## src/rtl/clock_gate_ctrl.sv

```systemverilog
// clock_gate_ctrl: idle-detect controller driving the enable of a latch-based
// clock gating cell. It counts consecutive idle cycles, runs a quiesce
// handshake with the gated block, stops its clock, and re-enables it on
// demand with a settle period before declaring the block ready.
//
// Optional feature macro: GATE_STATS_EN
//   defined     -> gated_cycles / gate_events saturating statistics counters
//   not defined -> statistics outputs tied to zero
module clock_gate_ctrl #(
  parameter int IDLE_W      = 8,
  parameter int WAKE_CYCLES = 2,
  parameter int STAT_W      = 32
) (
  input  logic              clk,
  input  logic              rst_n,
  input  logic [IDLE_W-1:0] idle_threshold,
  input  logic              activity,
  input  logic              force_on,
  input  logic              quiesce_ack,
  output logic              quiesce_req,
  output logic              clk_enable,
  output logic              ready,
  output logic [1:0]        state,
  output logic [STAT_W-1:0] gated_cycles,
  output logic [STAT_W-1:0] gate_events
);

  localparam logic [1:0] ST_RUN     = 2'd0;
  localparam logic [1:0] ST_QUIESCE = 2'd1;
  localparam logic [1:0] ST_GATED   = 2'd2;
  localparam logic [1:0] ST_WAKE    = 2'd3;

  localparam int WAKE_W = $clog2(WAKE_CYCLES + 1);
  localparam logic [WAKE_W-1:0] WAKE_LOAD = WAKE_W'(WAKE_CYCLES);
  localparam logic [WAKE_W-1:0] WAKE_ONE  = {{(WAKE_W-1){1'b0}}, 1'b1};

  logic [1:0]        state_r, state_nxt_s;
  logic [IDLE_W-1:0] idle_cnt_r, idle_cnt_nxt_s;
  logic [WAKE_W-1:0] wake_cnt_r, wake_cnt_nxt_s;
  logic              clk_enable_r, ready_r, quiesce_req_r;
  logic              wake_s;
  logic [IDLE_W:0]   idle_inc_s;

  // Any pending work or an override counts as a reason to keep/restore the clock.
  assign wake_s     = activity | force_on;
  // One extra bit so the threshold compare cannot wrap at saturation.
  assign idle_inc_s = {1'b0, idle_cnt_r} + {{IDLE_W{1'b0}}, 1'b1};

  // Next-state, idle counter and wake counter decisions.
  always_comb begin
    state_nxt_s    = state_r;
    idle_cnt_nxt_s = idle_cnt_r;
    wake_cnt_nxt_s = wake_cnt_r;
    case (state_r)
      ST_RUN: begin
        if (wake_s) begin
          idle_cnt_nxt_s = {IDLE_W{1'b0}};
        end else if (idle_cnt_r != {IDLE_W{1'b1}}) begin
          idle_cnt_nxt_s = idle_inc_s[IDLE_W-1:0];
        end else begin
          idle_cnt_nxt_s = idle_cnt_r;
        end
        // Live threshold compare: lowering it below the count gates at the next idle edge.
        if (!wake_s && (idle_threshold != {IDLE_W{1'b0}}) &&
            (idle_inc_s >= {1'b0, idle_threshold})) begin
          state_nxt_s = ST_QUIESCE;
        end else begin
          state_nxt_s = ST_RUN;
        end
      end
      ST_QUIESCE: begin
        // Abort wins over a same-cycle acknowledge.
        if (wake_s) begin
          state_nxt_s    = ST_RUN;
          idle_cnt_nxt_s = {IDLE_W{1'b0}};
        end else if (quiesce_ack) begin
          state_nxt_s = ST_GATED;
        end else begin
          state_nxt_s = ST_QUIESCE;
        end
      end
      ST_GATED: begin
        if (wake_s) begin
          state_nxt_s    = ST_WAKE;
          wake_cnt_nxt_s = WAKE_LOAD;
        end else begin
          state_nxt_s = ST_GATED;
        end
      end
      ST_WAKE: begin
        // Requests are ignored here; the settle period always runs to completion.
        if (wake_cnt_r <= WAKE_ONE) begin
          state_nxt_s    = ST_RUN;
          idle_cnt_nxt_s = {IDLE_W{1'b0}};
          wake_cnt_nxt_s = {WAKE_W{1'b0}};
        end else begin
          state_nxt_s    = ST_WAKE;
          wake_cnt_nxt_s = wake_cnt_r - WAKE_ONE;
        end
      end
      default: begin
        state_nxt_s    = ST_RUN;
        idle_cnt_nxt_s = {IDLE_W{1'b0}};
        wake_cnt_nxt_s = {WAKE_W{1'b0}};
      end
    endcase
  end

  // State, counters and outputs; outputs are decoded from the next state so
  // they are registered and change on the same edge as the state.
  always_ff @(posedge clk or negedge rst_n) begin
    if (!rst_n) begin
      state_r       <= ST_RUN;
      idle_cnt_r    <= {IDLE_W{1'b0}};
      wake_cnt_r    <= {WAKE_W{1'b0}};
      clk_enable_r  <= 1'b1;
      ready_r       <= 1'b1;
      quiesce_req_r <= 1'b0;
    end else begin
      state_r       <= state_nxt_s;
      idle_cnt_r    <= idle_cnt_nxt_s;
      wake_cnt_r    <= wake_cnt_nxt_s;
      clk_enable_r  <= (state_nxt_s != ST_GATED);
      ready_r       <= (state_nxt_s == ST_RUN);
      quiesce_req_r <= (state_nxt_s == ST_QUIESCE) || (state_nxt_s == ST_GATED);
    end
  end

  assign state       = state_r;
  assign clk_enable  = clk_enable_r;
  assign ready       = ready_r;
  assign quiesce_req = quiesce_req_r;

`ifdef GATE_STATS_EN
  logic [STAT_W-1:0] gated_cycles_r, gate_events_r;
  localparam logic [STAT_W-1:0] STAT_ONE = {{(STAT_W-1){1'b0}}, 1'b1};

  // Saturating counts of gated cycles and of completed gate handshakes.
  always_ff @(posedge clk or negedge rst_n) begin
    if (!rst_n) begin
      gated_cycles_r <= {STAT_W{1'b0}};
      gate_events_r  <= {STAT_W{1'b0}};
    end else begin
      if ((state_r == ST_GATED) && (gated_cycles_r != {STAT_W{1'b1}})) begin
        gated_cycles_r <= gated_cycles_r + STAT_ONE;
      end
      if ((state_r == ST_QUIESCE) && (state_nxt_s == ST_GATED) &&
          (gate_events_r != {STAT_W{1'b1}})) begin
        gate_events_r <= gate_events_r + STAT_ONE;
      end
    end
  end

  assign gated_cycles = gated_cycles_r;
  assign gate_events  = gate_events_r;
`else
  assign gated_cycles = {STAT_W{1'b0}};
  assign gate_events  = {STAT_W{1'b0}};
`endif

endmodule

```

## config.mk

```make
export PLATFORM = sky130hd
export DESIGN_NAME = clock_gate_ctrl
export DESIGN_NICKNAME = d
export VERILOG_FILES = /design/src/rtl/clock_gate_ctrl.sv
export SDC_FILE = /design/constraint.sdc
export NUM_CORES = 1
export LEC_CHECK = 0
export ABC_AREA = 0
export CORE_MARGIN = 8
export CORE_UTILIZATION = 36
export CTS_CLUSTER_DIAMETER = 40
export DETAILED_ROUTE_END_ITERATION = 10
export PLACE_DENSITY_LB_ADDON = 0.05
export SYNTH_ARGS = -nofsm -noshare
export SYNTH_HDL_FRONTEND = slang
export SYNTH_SLANG_ARGS = --single-unit
```

## constraint.sdc

```tcl
create_clock -name clk -period 1.99 [get_ports clk]
set_input_delay 0.2985 -clock clk [delete_from_list [all_inputs] [get_ports clk]]
set_output_delay 0.2985 -clock clk [all_outputs]
set_load 0.005 [all_outputs]
```

==> flow_metrics.tcl <==
set metrics [dict create \
    outcome "finished with violations" \
    rows 24 \
    grt_overflow 0 \
    synth_edf_count 0 \
    grt_pass1_vias 1197 \
    met2_usage_pct 17.8 \
    hold_class "in2async" \
    synth_top_area_cell "buf_4" \
    yosys_warnings 0 \
    initial_utilization_pct 36.5 \
    tritoncts "yes" \
    root_buffer "clkbuf_8" \
    synth_area_sq_mm 0.00154 \
    synth_top_family_by_area "buffers and inverters" \
    totalWireLength_microns 3660 \
    yosys-top-cells-area "buf_4, dfrtp_1, ha_1, dfstp_2, inv_1" \
    slew_viol_final 0 \
    syn2layout_area_growth_pct 22.2 \
    hpwlAfterDp_microns 3110 \
    synth_fa_ha_area_share_pct 8.91 \
    synth_xor_area_share_pct 2.84 \
    drc 0 \
    slowest_stage "dfrtp_1" \
    gr-max-usage-layer "met2" \
    async_flop_share_pct 100 \
    p_per_area_mw_per_mm2 725 \
    die_y_microns 81.5 \
    finalClockSkew_ps 10.4 \
    crit_chain "nand3_2 -> or3_4 -> xnor2_2 -> ha_2 -> a21o_1 -> a211oi_2 -> o21a_1 -> ha_1" \
    met1_usage_pct 13.5 \
    finish.net_count 250 \
    cts_max_path_buffers 2 \
    critPathRequiredTime_ps 2140 \
    crit_type "reg2reg" \
    synth_mux_area_share_pct 1.38 \
    vias_per_cell 4.21 \
    fmax_mhz 470 \
    leakagePower_nw 0.957 \
    post_drt_wl_per_cell_microns 13.2 \
    grt_pass1_wl_microns 5570 \
    final_area_sq_mm 0.00189 \
    period_share_pct 107 \
    portBuffers 17 \
    layout.cells.most_common "conb_1" \
    cp.arrival_ps 2270 \
    drt_iter0_markers 62 \
    syn_avg_cell_area_sq_um 8.67 \
    ys_seq_area_share_pct 24.5 \
    final_antenna_net_count 0 \
    fin_cells 277 \
    rr_startpoint "idle_cnt_r[2]" \
    cts.sinks 15 \
    gr-usage-met3_pct 2.95 \
    synth-seq-cells 15 \
    grt_start_max_net_pins 16 \
    max_stage_delay_ps 410 \
    antenna_found_initial 0 \
    clk_pin_slew_ps 80 \
    clk_latency_ps 260 \
    synthDistinctLibCells 38 \
    endpoint_kind "flip-flop" \
    ir_drop_v 0.000400 \
    finalWorstSetupSlack_ps -137 \
    ff2ff_path_depth 8 \
    track_usage_pct 10.8 \
    tns_ps -187 \
    dp.cells 271 \
    netlist_instances 178 \
    num_antenna_cells 0 \
    die_w_microns 81.5 \
    rsz0062_at_grt "true" \
    synthSimpleGateAreaFrac_pct 11.1 \
    startpoint_type "flip-flop" \
    io_pins 82 \
    synth-main-ff-cell "dfrtp_1" \
    cts_buffers 3 \
    synth_compound_area_share_pct 15.0 \
    die-area_sq_mm 0.00664 \
    reg2reg_slack_ps -140 \
    min_period_ps 2130 \
    setup_viol 2 \
    dr.pass1.iters 4 \
    max_cap_viol_count 0 \
    core_area_sq_mm 0.00423 \
    vias 1166 \
    post_dp_cell_area_sq_mm 0.00177 \
    final_cell_mix "conb_1, buf_4, clkdlybuf4s50_1" \
    synth_top_area_share_pct 31.1 \
    drive_gt1_share_pct 27.6 \
    hold_violations 0 \
    timing.rr.end "quiesce_req" \
    gp_congestion 0.783 \
    cp_max_fo 4 \
    htreeDepth 1 \
    violations "setup timing" \
]
power breakdown:
part	total (mW)	switching [mW]	internal, mW
Clock	0.267	0.126	0.141
Sequential	0.447	0.0522	0.395
Combinational	0.655	0.319	0.336
worst max-delay path by stage:
stage / startpoint / to / depth (start not counted)
after global routing: idle_cnt_r[2] / quiesce_req / 8
after CTS: idle_cnt_r[2] / quiesce_req / 8
after global placement: idle_cnt_r[2] / quiesce_req / 8
after floorplan: idle_cnt_r[2] / quiesce_req / 8
final: idle_cnt_r[2] / quiesce_req / 8
after detailed placement: force_on / quiesce_req / 6
flip-flops by register name (all words and copies together), names as in the netlist:
signal and flops:
clk_enable 1, quiesce_req 1, wake_cnt_r 2, ready 1, idle_cnt_r 8, state 2
through the flow:
| stage | setup WS (ps) | power, mW | utilization (%) | hold WS [ps] |
|---|---|---|---|---|
| after floorplan | -81.8 | 0.884 | - | 2.91 |
| after global placement | -212 | 1.08 | 41.8 | 474 |
| after detailed placement | -218 | 1.08 | 41.8 | 488 |
| after CTS | -148 | 1.38 | 44.4 | 368 |
| after global routing | -267 | 1.50 | 44.6 | 371 |
| final | -137 | 1.37 | 44.6 | 358 |
worst max-delay path, delay by kind of cell (launching register included):
family / cells / cell delay [ps]
compound gates: 3 / 540
xor+xnor: 1 / 140
fa+ha+maj: 2 / 400
flops: 1 / 410
simple gates: 2 / 510
synthesized netlist by cell type, types with 3 or more instances:
cell type	n
o21ai_0	6
nor3_1	3
a21oi_1	6
nand2_1	10
xnor2_1	4
dfrtp_1	13
ha_1	11
a211oi_1	3
buf_4	64
inv_1	13
nand3_1	4
a31oi_1	6
o21a_1	4
what timing repair did:
action	4_1_cts	5_1_grt
resized for setup	10	2
buffers inserted	2	0
endpoints found under the setup margin	3	4
hold buffers	0	0
pin swaps	5	2
gates cloned	0	0
per-layer routing:
| layer | share of wire, % | up-vias |
|---|---|---|
| met5 | 0 | - |
| met4 | 1.1 | 0 |
| met3 | 5.4 | 4 |
| met2 | 49 | 45 |
| met1 | 45 | 544 |
| li1 | - | 573 |
kinds of logic (layout without fill, tap and decap cells):
family,count (synthesis),count (layout)
buf+inv,80,64
compound gates,33,33
simple gates,31,31
flops,15,15
fa+ha+maj,11,11
xor+xnor,5,5
mux,2,2
other cells,1,64
cell type report:
| class | instances | area [sq um] |
|---|---|---|
| clock buffers | 3 | 41.3 |
| well taps | 52 | 65.1 |
| fillers | 442 | 2350 |
| clock inverters | 1 | 7.51 |
| flip-flops and latches | 15 | 380 |
| multi-input cells | 146 | 948 |
| inverters | 13 | 48.8 |
| repair buffers | 47 | 395 |
(Power assumes the default switching activity.)
